--- src/rtl/mem_stage.sv ---
// mem_stage: RISC-V MEM stage with req/gnt/rvalid data-memory handshake, store/load formatting and MEM-WB register.
// Optional MEM_MISALIGN_TRAP_EN: trap misaligned halfword/word accesses instead of issuing them.
module mem_stage #(
  parameter int RVALID_TIMEOUT = 16
) (
  input  logic        clock,
  input  logic        reset,
  input  logic        lsu_enable_ip,
  input  logic [3:0]  lsu_operator_ip,
  input  logic [31:0] mem_wdata_ip,
  input  logic [31:0] alu_result_ip,
  input  logic        alu_valid_ip,
  input  logic [1:0]  wb_mux_ip,
  input  logic [4:0]  write_reg_addr_ip,
  input  logic [31:0] pc_addr_ip,
  input  logic [31:0] uimmd_ip,
  output logic        data_req_op,
  output logic        data_we_op,
  output logic [3:0]  data_be_op,
  output logic [31:0] data_addr_op,
  output logic [31:0] data_wdata_op,
  input  logic        data_gnt_ip,
  input  logic        data_rvalid_ip,
  input  logic [31:0] data_rdata_ip,
  output logic        mem_stall_op,
  output logic        mem_err_op,
  output logic        wb_valid_op,
  output logic [31:0] wb_load_data_op,
  output logic [31:0] wb_alu_result_op,
  output logic [1:0]  wb_mux_op,
  output logic [4:0]  wb_write_reg_addr_op,
  output logic [31:0] wb_pc_addr_op,
  output logic [31:0] wb_uimmd_op
);
  typedef enum logic [1:0] {IDLE, WAIT_GNT, WAIT_RVALID} state_t;
  localparam logic [7:0] LIM = 8'(RVALID_TIMEOUT - 1);
  state_t      state_q, nxt;
  logic [7:0]  cnt_q;
  logic [31:0] addr_q, wdata_q, wdata_in, shifted, ld_val;
  logic [3:0]  be_q, be_in;
  logic [2:0]  f3_q;
  logic        we_q, req_in, mis, start, bad, tmo, in_gnt, in_rv, ok;
  wire  [1:0]  sz = lsu_operator_ip[1:0];
  wire  [1:0]  off = alu_result_ip[1:0];
  assign in_gnt = state_q == WAIT_GNT;
  assign in_rv = state_q == WAIT_RVALID;
`ifdef MEM_MISALIGN_TRAP_EN
  assign mis = (sz == 2'b01 & off[0]) | (sz == 2'b10 & |off);
`else
  assign mis = 1'b0;
`endif
  // reset gates the combinational request so every output reads 0 while held in reset
  assign req_in = reset & lsu_enable_ip & alu_valid_ip & state_q == IDLE;
  assign start = req_in & ~mis;
  assign bad = req_in & mis;
  assign tmo = (in_gnt & ~data_gnt_ip | in_rv & ~data_rvalid_ip) & cnt_q == LIM;
  assign be_in = sz == 2'b00 ? 4'b0001 << off : sz == 2'b01 ? 4'b0011 << {off[1], 1'b0} : 4'b1111;
  assign wdata_in = sz == 2'b00 ? {4{mem_wdata_ip[7:0]}} : sz == 2'b01 ? {2{mem_wdata_ip[15:0]}} : mem_wdata_ip;
  assign data_req_op = start | in_gnt;
  assign data_we_op = in_gnt ? we_q : start & lsu_operator_ip[3];
  assign data_be_op = in_gnt ? be_q : start ? be_in : 4'b0;
  assign data_addr_op = in_gnt ? {addr_q[31:2], 2'b00} : start ? {alu_result_ip[31:2], 2'b00} : 32'b0;
  assign data_wdata_op = in_gnt ? wdata_q : start ? wdata_in : 32'b0;
  assign mem_stall_op = start ? ~(data_gnt_ip & lsu_operator_ip[3]) :
                        in_gnt ? ~(data_gnt_ip & we_q) & ~tmo :
                        in_rv & ~data_rvalid_ip & ~tmo;
  assign mem_err_op = bad | tmo;
  assign ok = ~mem_stall_op & ~mem_err_op;
  assign shifted = data_rdata_ip >> {addr_q[1:0], 3'b000};
  assign ld_val = f3_q[1:0] == 2'b00 ? {{24{~f3_q[2] & shifted[7]}}, shifted[7:0]} :
                  f3_q[1:0] == 2'b01 ? {{16{~f3_q[2] & shifted[15]}}, shifted[15:0]} : data_rdata_ip;
  always_comb begin
    nxt = state_q;
    if (start)
      nxt = data_gnt_ip ? (lsu_operator_ip[3] ? IDLE : WAIT_RVALID) : WAIT_GNT;
    else if (in_gnt)
      nxt = data_gnt_ip ? (we_q ? IDLE : WAIT_RVALID) : tmo ? IDLE : WAIT_GNT;
    else if (in_rv)
      nxt = data_rvalid_ip | tmo ? IDLE : WAIT_RVALID;
  end
  always_ff @(posedge clock or negedge reset) begin
    if (!reset) begin
      state_q <= IDLE;
      cnt_q <= '0;
      addr_q <= '0;
      wdata_q <= '0;
      be_q <= '0;
      f3_q <= '0;
      we_q <= 1'b0;
      wb_valid_op <= 1'b0;
      wb_load_data_op <= '0;
      wb_alu_result_op <= '0;
      wb_mux_op <= '0;
      wb_write_reg_addr_op <= '0;
      wb_pc_addr_op <= '0;
      wb_uimmd_op <= '0;
    end else begin
      state_q <= nxt;
      cnt_q <= (state_q == IDLE || nxt != state_q) ? 8'd0 : cnt_q + 8'd1;
      if (start) begin
        addr_q <= alu_result_ip;
        wdata_q <= wdata_in;
        be_q <= be_in;
        f3_q <= lsu_operator_ip[2:0];
        we_q <= lsu_operator_ip[3];
      end
      wb_valid_op <= ok & alu_valid_ip;
      wb_load_data_op <= ok & in_rv ? ld_val : 32'b0;
      wb_alu_result_op <= ok ? alu_result_ip : 32'b0;
      wb_mux_op <= ok ? wb_mux_ip : 2'b0;
      wb_write_reg_addr_op <= ok ? write_reg_addr_ip : 5'b0;
      wb_pc_addr_op <= ok ? pc_addr_ip : 32'b0;
      wb_uimmd_op <= ok ? uimmd_ip : 32'b0;
    end
  end
endmodule

--- config.mk ---
export PLATFORM = sky130hd
export DESIGN_NAME = mem_stage
export DESIGN_NICKNAME = d
export VERILOG_FILES = /design/src/rtl/mem_stage.sv
export SDC_FILE = /design/constraint.sdc
export NUM_CORES = 1
export LEC_CHECK = 0
export ABC_AREA = 1
export BUFFER_PORTS_ARGS = -buffer_cell sky130_fd_sc_hd__buf_2
export CORE_MARGIN = 10
export CORE_UTILIZATION = 48
export CTS_CLUSTER_SIZE = 10
export DETAILED_ROUTE_END_ITERATION = 10
export PLACE_DENSITY = 0.9
export SYNTH_ARGS = -nofsm -noshare
export SYNTH_HDL_FRONTEND = slang
export SYNTH_SLANG_ARGS = --single-unit
export TNS_END_PERCENT = 100
--- constraint.sdc ---
create_clock -name clock -period 1.9 [get_ports clock]
set_input_delay 0.38 -clock clock [delete_from_list [all_inputs] [get_ports clock]]
set_output_delay 0.38 -clock clock [all_outputs]
set_load 0.005 [all_outputs]
==> metrics <==
CTS Buffer Depth 3; kind of critical path reg -> out; Gate power share 40.1%; via/cell ratio 5.29; die height approximately 160 um; Port Buffers approximately 380; #FFs+latches synth 218; core area between 15000 and 20000 um2; Max Clk Rate between 0.4 and 0.5 GHz; Area Overhead vs Synth 46.6%; Yosys warning count 0; Tcrit/Tclk final 122%; Clock Tree Root clkbuf_16; Met1 Routed Length about 12000 um; Post-Syn Instances 1060; Worst-path clk slew 60 ps; H-tree level count 1; final wirelength between 30000 and 40000 um; Setup Skew about 14 ps; hold crit path type in -> reg; Slew @ Worst Pin 644 ps; global-route wire length before repair ~50000 um; max_cap viols 0; Mean Syn Cell Area roughly 8.7 um2; register area share after synthesis ~59%; per-cell routed wire length a little over 20 um; clock power share between 20% and 30%; XOR/XNOR Fraction of Synth Area 0.477%; Worst-Skew Late Latency 530 ps; Sw Share 37.2%; initial antenna violation count 1; placed insts between 1500 and 2000; Die X 158 um; Via Count ~9000; status finished, violations left; Die ar. approximately 25000 um2; placer congestion estimate roughly 0.95; P_leak ~0.0076 uW; CP Capture Type output pin; complex-gate fraction of the synthesized area 14.0%; PD cells approximately 1400 nW/um2; Post-DP HPWL about 24000 um; Slew headroom between 50% and 60%; Post-Synth Simple-Gate Area between 10% and 20%; post-synthesis mux area share 0%; placed cell areas 11700 um2; P_int approximately 12000 uW; gr ovfl total 0; met3 wire length 4370 um; # nets final between 1500 and 2000; fin cells approximately 1700; final number of hold-violating endpoints 0; failing checks negative setup slack; Residual DRC 0; Final ANT Viol Nets 0; part of the power in registers a little under two fifths; drt pass-1 iters 6; final setup margin -419 ps; Switching Power just under 7000 uW; Met2 Routed Length ~17000 um; RSZ-0062 raised after global routing true; Crit path required time about 1500 ps; crit-path max FO 12; Worst VDD drop 936 uV; final setup vio count 92; IO Pins about 390; max-slew violation count 0; fin area around 13000 um2; crit path launch type flop; Starting Density about half; largest family of logic cells by synthesized area compound AO/OA/AOI/OAI gates; GRT Overall Usage about 25%; CTS tree built; Site Rows 50; Hold WS 51.1 ps; Synth Area in Adders 0.136%; CTS sink count ~220; Yosys cell types 33; DP Worst Slack -114 ps; setup TNS -23030 ps; number of global-route vias before repair roughly 9400; worst endpoint data arrival time between 1500 and 2000 ps; pin count of the biggest net entering global routing around 120; DR iter-0 viols around 700; uppermost layer routed met4; fin crit period ~2300 ps; Mapped Area about 9200 um2; layout cells sized above 1 a little over two fifths; TritonCTS buffer count 26
layer usage:
metal / up-vias / GRT usage, %
li1: 4129 / -
met1: 4258 / 28.6
met2: 686 / 41.2
met3: 165 / 8.82
met4: 0 / 14.7
met5: - / 0
state kept, by name, indices dropped and copies added (netlist names):
register              flops
addr_q                   32
be_q                      4
cnt_q                     8
f3_q                      3
state_q                   2
wb_alu_result_op         32
wb_load_data_op          32
wb_mux_op                 2
wb_pc_addr_op            32
wb_uimmd_op              32
wb_valid_op               1
wb_write_reg_addr_op      5
wdata_q                  32
we_q                      1
cell usage after synthesis:
cell | n | share of area [%]
inv_1 | 224 | 9.2
dfrtp_1 | 218 | 59
o21ai_0 | 174 | 9.5
nor2_1 | 173 | 7.1
nand2_1 | 119 | 4.9
clkbuf_1 | 24 | 0.98
o211ai_1 | 23 | 1.9
a21oi_1 | 21 | 1.1
nand3_1 | 14 | 0.76
buf_2 | 12 | 0.65
a22oi_1 | 10 | 0.82
buf_1 | 5 | 0.20
inv_2 | 5 | 0.20
buf_4 | 4 | 0.33
buf_6 | 4 | 0.49
nor2_2 | 4 | 0.27
a31oi_1 | 3 | 0.20
o22ai_1 | 3 | 0.20
xnor2_1 | 3 | 0.29
nand3_2 | 2 | 0.22
nor3_1 | 2 | 0.11
xor2_1 | 2 | 0.19
and3_1 | 1 | 0.068
conb_1 | 1 | 0.041
ha_1 | 1 | 0.14
inv_4 | 1 | 0.068
nand2_2 | 1 | 0.068
nand3_4 | 1 | 0.19
nand4_1 | 1 | 0.068
nor2_8 | 1 | 0.22
o21ai_1 | 1 | 0.054
o21ai_2 | 1 | 0.095
o21bai_1 | 1 | 0.082
cells by family after synthesis:
kind of cell / after synthesis
AOI/OAI and AO/OA: 237
xor gates and xnor gates: 5
adders and majority gates: 1
buffers and inverters: 279
DFF: 218
other: 1
and+or+nand+nor: 319
worst max-delay path, stage by stage (launching register included):
cell     delay, ps
dfrtp_2        430
inv_4           80
nand3_4        130
inv_8          130
buf_12         140
buf_12         150
nand2_2         80
o21ai_1        100
buf_2          160
through the flow:
step	total power (uW)	util, %
after floorplan	10100	-
after global placement	13000	62.2
after detailed placement	13200	62.2
after CTS	17900	68.6
after global routing	19800	71.7
final	18700	71.7
what timing repair did:
action                     in CTS  in global routing
resized for setup             101                172
setup endpoints to repair      71                 90
buffers inserted               16                 13
hold endpoints to repair       17                  0
hold buffers                    1                  0
pin swaps                       1                  7
cloned                          4                  2
final timing paths:
kind | endpoint | start | depth (start not counted) | slack [ps]
setup / recovery | data_addr_op[13] | state_q[1]$_DFF_PN0_ | 8 | -420
hold / removal | wb_pc_addr_op[12]$_DFF_PN0_ | pc_addr_ip[12] | 3 | 50
setup reg to reg | wb_pc_addr_op[2]$_DFF_PN0_ | state_q[1]$_DFF_PN0_ | 10 | -60
hold reg to reg | wdata_q[6]$_DFFE_PN0N_ | wdata_q[6]$_DFFE_PN0N_ | 2 | 540
max in group asynchronous | addr_q[3]$_DFFE_PN0N_ | reset | 4 | 270
min in group asynchronous | wb_load_data_op[24]$_DFF_PN0_ | reset | 3 | 550
final cells by class:
cell class              count  area [um2]
clock buffers              29         672
well taps                 234         293
diodes                      1        2.50
inverters                 230         883
multi-input cells         564        3230
clock inverters             2        25.0
repair buffers            467        2910
fillers                  1203        5300
flip-flops and latches    218        5460
power by group through the flow:
stage                     logic, uW  clock network [uW]  registers (uW)
after global placement         6130                   0            6850
after detailed placement       6290                   0            6950
after global routing           8210                4540            7070
final                          7510                4290            6920
after floorplan                3150                   0            6950
after CTS                      6730                4340            6880
placed cells by master, fill, tap and decap left out, types with 2 or more instances in the layout:
| cell | n |
|---|---|
| nand3_4 | 3 |
| o21ai_2 | 34 |
| nand3_1 | 11 |
| xnor2_1 | 3 |
| nand2_1 | 78 |
| buf_6 | 17 |
| a22oi_2 | 7 |
| buf_12 | 15 |
| xor2_1 | 2 |
| o21ai_0 | 112 |
| clkbuf_16 | 28 |
| inv_6 | 3 |
| nor2_1 | 138 |
| a21oi_2 | 2 |
| nor3_1 | 2 |
| inv_2 | 6 |
| a31oi_4 | 2 |
| a22oi_1 | 3 |
| nor2_4 | 8 |
| dfrtp_1 | 217 |
| o21ai_4 | 6 |
| a21oi_1 | 19 |
| o22ai_1 | 3 |
| bufbuf_16 | 2 |
| clkbuf_1 | 2 |
| o21ai_1 | 24 |
| nand2_2 | 27 |
| nor2_2 | 31 |
| o211ai_1 | 23 |
| inv_1 | 220 |
| nand2_4 | 15 |
| conb_1 | 2 |
| buf_2 | 378 |
| nand3_2 | 3 |
| buf_4 | 51 |
Power figures use the tool's default switching activity.
